--- config.mk ---
export PLATFORM = sky130hd
export DESIGN_NAME = pwm_multi
export DESIGN_NICKNAME = d
export VERILOG_FILES = /design/src/rtl/pwm_multi.sv
export SDC_FILE = /design/constraint.sdc
export NUM_CORES = 1
export LEC_CHECK = 0
export ABC_CLOCK_PERIOD_IN_PS = 8070
export CAP_MARGIN = 10
export CORE_UTILIZATION = 45
export DETAILED_ROUTE_END_ITERATION = 7
export DONT_BUFFER_PORTS = 1
export GPL_TIMING_DRIVEN = 0
export HOLD_SLACK_MARGIN = 0.15
export PLACE_DENSITY = 0.57
export SETUP_SLACK_MARGIN = 0.05
export SLEW_MARGIN = 25
export SYNTH_ARGS = -nofsm -noshare
export SYNTH_HDL_FRONTEND = slang
export SYNTH_SLANG_ARGS = --single-unit
--- constraint.sdc ---
create_clock -name clk -period 8.07 [get_ports clk]
set_clock_uncertainty 0.2 [all_clocks]
set_input_delay 1.2105 -clock clk [delete_from_list [all_inputs] [get_ports clk]]
set_output_delay 1.2105 -clock clk [all_outputs]
set_load 0.05 [all_outputs]
--- src/rtl/pwm_multi.sv ---
// Multi-channel PWM: shared prescaled period counter, double-buffered duty bank committed at wrap.
// Define PWM_MULTI_STAGGER_EN to phase-stagger channels evenly across the period.
module pwm_multi #(
  parameter int WIDTH    = 8,
  parameter int CHANNELS = 4,
  parameter int PRE_W    = 8,
  localparam int CH_W    = (CHANNELS > 1) ? $clog2(CHANNELS) : 1
) (
  input  logic                clk,
  input  logic                reset,
  input  logic                enable,
  input  logic [PRE_W-1:0]    prescale,
  input  logic                wr_en,
  input  logic [CH_W-1:0]     wr_ch,
  input  logic [WIDTH-1:0]    wr_value,
  output logic [CHANNELS-1:0] out,
  output logic                period_end,
  output logic                pending
);

  localparam logic [CH_W:0] CH_LIMIT = (CH_W+1)'(CHANNELS);

  logic [PRE_W-1:0] pre_cnt;
  logic [WIDTH-1:0] cnt;
  logic [WIDTH-1:0] shadow [CHANNELS];
  logic [WIDTH-1:0] active [CHANNELS];
  logic [WIDTH-1:0] cnt_ch [CHANNELS];
  logic             tick;
  logic             wrap;
  logic             wr_ok;

  assign tick  = enable && (pre_cnt == prescale);
  assign wrap  = tick && (&cnt);
  assign wr_ok = wr_en && ({1'b0, wr_ch} < CH_LIMIT);

  // Per-channel compare count; staggered builds offset each channel by an equal phase slice
`ifdef PWM_MULTI_STAGGER_EN
  localparam int STEP = (1 << WIDTH) / CHANNELS;
  always_comb begin
    for (int i = 0; i < CHANNELS; i++) begin
      cnt_ch[i] = cnt + WIDTH'(i * STEP);
    end
  end
`else
  always_comb begin
    for (int i = 0; i < CHANNELS; i++) begin
      cnt_ch[i] = cnt;
    end
  end
`endif

  always_ff @(posedge clk or posedge reset) begin
    if (reset) begin
      pre_cnt    <= '0;
      cnt        <= '0;
      out        <= '0;
      period_end <= 1'b0;
      pending    <= 1'b0;
      for (int i = 0; i < CHANNELS; i++) begin
        shadow[i] <= '0;
        active[i] <= '0;
      end
    end else begin
      if (enable) begin
        if (pre_cnt == prescale) pre_cnt <= '0;
        else                     pre_cnt <= pre_cnt + 1'b1;
      end
      if (tick) cnt <= cnt + 1'b1;

      // Commit reads shadow before any same-cycle write, so that write waits for the next wrap
      if (wrap) begin
        for (int i = 0; i < CHANNELS; i++) begin
          active[i] <= shadow[i];
        end
        pending <= 1'b0;
      end
      if (wr_ok) begin
        shadow[wr_ch] <= wr_value;
        pending       <= 1'b1;
      end

      period_end <= wrap;
      for (int i = 0; i < CHANNELS; i++) begin
        out[i] <= (active[i] > cnt_ch[i]);
      end
    end
  end

endmodule

# Yosys cells after proc, flatten, opt, wreduce, memory -nomap -nowiden
# Index checks and enable logic that the tools add are counted.
dict set report classes {
  mux 6
  n_eq_ne 1
  order_cmp 6
  bitwise 1
  add_sub_neg 2
  n_reduce_logical 5
}
# cell n
set op_table {}
lappend op_table {{32-bit bitwise mux} 1}
lappend op_table {{8-bit greater-than comparator} 4}
lappend op_table {{8-bit by 1-bit adder with 8-bit output, second input constant} 2}
lappend op_table {{8-bit demux with 2-bit select} 1}
lappend op_table {{8-bit 2-to-1 mux} 2}
lappend op_table {{8-bit == test} 1}
lappend op_table {{8-bit AND reduction} 1}
lappend op_table {{3-bit greater-or-equal comparator, second input constant} 1}
lappend op_table {{1-bit logical AND} 3}
lappend op_table {{3-bit by 1-bit < comparator with 1-bit output, second input constant} 1}
lappend op_table {{2-bit inverter with 3-bit output} 1}
lappend op_table {{1-bit 2-to-1 mux} 2}
lappend op_table {{2-bit nonzero test} 1}
dict set report word_totals {
  reg_bits 86
  inputBits 22
  output_inout_bits 6
  wordCells 34
}

# Logic depth before layout (Yosys ltp)
dict set report logic_depth {
  ltp_word 6
  mapped_depth 7
  depth_no_buf 7
}

# Worst setup path after synthesis
# Ideal clock, no wire load.
dict set report synth_timing {
  path_kind {input port to flip-flop}
  startpoint {in prescale[1]}
  endpoint {reg active[0] (netlist bit)}
  arrival_ns 2.601
  n_path_buf 2
  slack_ns 5.144
  t_required_ns 7.745
  stages 6
  setup_ns 0.125
  cell_sequence {xnor2_1 nand4_1 or4_1 buf_6 buf_12 mux2_4}
}
dict set report synth_via {
  elab_chain_len 3
}
# element line
set synth_rtl {}
lappend synth_rtl {{start, declared} 12} ;# input logic [PRE_W-1:0] prescale,
lappend synth_rtl {{8-bit == test} 32} ;# assign tick = enable && (pre_cnt == prescale);
lappend synth_rtl {{1-bit logical AND} 32}
lappend synth_rtl {{1-bit logical AND} 33} ;# assign wrap = tick && (&cnt);
lappend synth_rtl {{end signal, assigned by index} 73} ;# active[i] <= shadow[i];
lappend synth_rtl {{end, declared} 26} ;# logic [WIDTH-1:0] active [CHANNELS];
# Every way passes these cells.
# A chain may end at the register's enable or synchronous reset.

# Worst setup path in the final report
dict set report layout_timing {
  startpoint {in prescale[1]}
  endpoint {reg active[22] (netlist bit)}
}
# Same word-level chain as after synthesis.

==> results by group <==
Pwr
  – Worst ir drop on vdd: 0.0000802 V
  – Switching power: 0.261 mW
  – Gate power share: 13.8%
  – Power share of the clock group: 32.5%
  – Fraction of power spent switching nets: 26.8%
  – Share of power burned in registers: 53.7%
  – Cell area power density: 210 nW/um^2
  – Leak: 2.25 nW
  – Power after layout: 0.972 mW
  – Internal Pwr Total: 0.711 mW

Clock network
  – PostCTS Resize Cnt: 0
  – H-tree lvl count: 3
  – Sinks on the clock net: 86
  – Root Buffer Master: clkbuf_8
  – Clock insertion delay at the later pin of the skew report: 0.36 ns
  – Clock buffer count from CTS: 9
  – CTS hold repair buffers: 0
  – Maximum clock path buffer count: 2
  – Clock-pin transition on the worst setup and hold timing paths: 0.08 ns
  – Post-CTS Setup Repair Bufs: 0
  – CTS tree: yes

Min path
  – Path type of the worst min-delay path: reg -> reg
  – Hold path depth: 1
  – Endpoint of the worst hold path: cnt[5]
  – Origin of the worst min-delay path: cnt[5]

Detailed routing
  – Routed wirelength normalized by instance count: 16.8 um
  – Final ANT Viol Nets: 0
  – Count of TritonRoute iterations in the first routing pass: 4
  – Via count: 2365
  – DR DRC count: 0
  – Total detailed-routing wirelength: 7420 um
  – Iteration-0 DRC Markers: 57
  – Mean number of vias per cell: 5.34

Floorplan
  – Placeable Area: 9200 um^2
  – Horizontal die dimension: 99.1 um
  – Number of rows in the core area: 35
  – # IOs: 28
  – Effective utilization at floorplan: 46.1%
  – Total Die Area: 9810 um^2
  – Height of the die: 99.1 um

Final layout
  – Fraction of final layout cells with drive strength greater than 1: 26.8%
  – Diode insertion count for antenna repair: 0
  – Final net count: 383
  – Area of the multi-input gates: 1960 um^2
  – Fill cell count: 794
  – Post-synthesis to final-layout area growth: 8.97%
  – Footprint of the flip-flops and latches: 2150 um^2

Worst setup path
  – Category of the critical setup timing path: in -> reg
  – Maximum fanout along the worst path: 10
  – FF-to-FF End: active[22]
  – R2R depth: 7
  – Startpoint of the most critical register-to-register path: cnt[0]
  – Worst Setup End Kind: register
  – Req. time, crit path: 8.11 ns
  – Register-to-Register Setup Slack: 5.60 ns
  – Kind of start point of the critical path: primary input
  – Data arrival at the endpoint of the critical path: 2.76 ns

Timing
  – Finish-stage setup viols: 0
  – Sum of negative setup slack: 0 ns
  – RSZ-0062 raised after global routing: false
  – Slew Limit Fails: 0
  – Min cycle time layout: 2.72 ns
  – Max_slew headroom: 48.8%
  – Achievable clock frequency: 368 MHz
  – Final Hold Violating Endpoints: 0
  – Post-layout worst setup margin: 5.35 ns
  – Worst-margin pin slew: 0.765 ns
  – Final worst path period share: 33.7%

Logic synthesis
  – Proportion of synthesized chip area in sequential cells: 50.8%
  – Synthesized area per cell: 13.5 um^2
  – Yosys warning count: 0
  – Count of distinct cell types in the synthesized netlist: 31
  – Synthesized instance count: 315
  – Flop and latch count out of synthesis: 86
  – Area of the mapped netlist: 4240 um^2
  – Post-Synthesis Net Count: 371

Placed design
  – Input/output buffers: 0
  – Weighted congestion reported at the end of routability-driven placement: 0.738
  – Final HPWL DP: 5380 um
  – Post-Place Setup Slack: 4.96 ns

Global routing
  – Antenna violations before repair: 0
  – Via count of the first global-routing pass: 2479
  – Gr ovfl total: 0
  – Maximum number of pins on one net before global-route repair: 64
  – First-pass GRT wire length: 12400 um
  – GR Util All Layers: 16.8%

Flow run
  – Maxcap violations: 0

Status
  – Run status: finished clean
synthesized netlist by cell type:
library cell | instances | share of area [%]
inv_1 | 13 | 1.2
nand2b_1 | 3 | 0.44
mux2_4 | 29 | 10
and4_1 | 1 | 0.21
xnor2_1 | 17 | 3.5
nor3_2 | 1 | 0.24
buf_12 | 3 | 1.4
o22ai_1 | 4 | 0.59
clkbuf_1 | 1 | 0.088
buf_2 | 1 | 0.12
nand4_1 | 12 | 1.8
nor2b_1 | 6 | 0.89
nand2_1 | 8 | 0.71
a21o_1 | 6 | 1.1
buf_6 | 1 | 0.27
nand3b_1 | 2 | 0.35
o31ai_1 | 3 | 0.53
mux2_2 | 35 | 9.3
nor2_1 | 16 | 1.4
and3_1 | 2 | 0.30
a21oi_1 | 8 | 0.94
nor4_1 | 1 | 0.15
mux2i_1 | 1 | 0.24
nor3b_2 | 1 | 0.30
nand3_1 | 8 | 0.94
xor2_1 | 5 | 1.0
dfrtp_1 | 86 | 51
ha_1 | 34 | 10
o21ai_0 | 5 | 0.59
a32oi_1 | 1 | 0.21
or4_1 | 1 | 0.18
power groups by stage:
stage          clock (mW)  sequential, mW  combinational, mW
2_1_floorplan           0           0.520              0.112
3_3_place_gp            0           0.530              0.129
3_5_place_dp            0           0.532              0.138
4_1_cts             0.326           0.523              0.138
5_1_grt             0.343           0.531              0.156
6_report            0.316           0.522              0.134
cell families after synthesis:
kind of cell | Yosys count | share of synthesized area, %
xor+xnor | 22 | 4.55
compound gates | 27 | 3.93
flops | 86 | 50.8
buf+inv | 19 | 3.04
simple gates | 62 | 7.88
fa+ha+maj | 34 | 10.0
mux | 65 | 19.8
cell type report:
class	instances	share of cell area, %
plain buffers	6	1.73
clock buffers	11	3.28
clock inverters	5	1.25
flip-flops and latches	86	46.6
inverters	13	1.16
repair buffers	1	0.596
multi-input cells	210	42.4
well taps	111	3.01
metrics by stage:
| stage | cells | hold WS (ns) | utilization (%) | cell area, um^2 |
|---|---|---|---|---|
| global placement | 426 | 0.262 | 47.6 | 4380 |
| finish | 443 | 0.283 | 50.2 | 4620 |
| detailed placement | 427 | 0.270 | 48.0 | 4410 |
| global route | 443 | 0.313 | 50.2 | 4620 |
| CTS | 443 | 0.285 | 50.2 | 4620 |
| floorplan | 315 | 0.245 | - | 4240 |
state kept, by name, indices dropped and copies added (netlist names):
name and cells:
active 32, cnt 8, out 4, pending 1, period_end 1, pre_cnt 8, shadow 32
cells in the final DEF, fill, tap and decap left out, drive strengths merged, types with 2 or more instances in the layout:
cell type / synthesis / layout
a21oi: 8 / 8
mux2: 64 / 64
clkinvlp: 0 / 3
nand2b: 3 / 3
o31ai: 3 / 3
o21ai: 5 / 5
inv: 13 / 13
a21o: 6 / 6
ha: 34 / 34
nand3: 8 / 8
dfrtp: 86 / 86
clkbuf: 1 / 12
nand2: 8 / 8
xnor2: 17 / 17
xor2: 5 / 5
and3: 2 / 2
nand4: 12 / 12
buf: 5 / 6
o22ai: 4 / 4
nand3b: 2 / 2
nor2b: 6 / 6
nor2: 16 / 16
worst max path at each step:
stage / from / endpoint / slack (ns)
3_5_place_dp: prescale[1] / active[16] / 4.96
2_1_floorplan: reset / active[0] / 4.44
3_3_place_gp: reset / active[0] / 3.47
5_1_grt: prescale[1] / period_end / 5.24
6_report: prescale[1] / active[22] / 5.35
4_1_cts: prescale[1] / active[22] / 5.34
metal layers:
metal  vias up  GRT usage (%)  routed length, um
met2        27           26.7               3370
met1      1178           22.4               3710
met4         0           6.79                130
met5         -              0                  0
met3        11           3.90                219
li1       1149              -                  -
worst max-delay path: stages:
cell	delay, ns
xnor2_1	0.16
nand4_1	0.20
or4_1	0.56
buf_6	0.17
buf_12	0.15
mux2_4	0.29
Power figures use the tool's default switching activity.
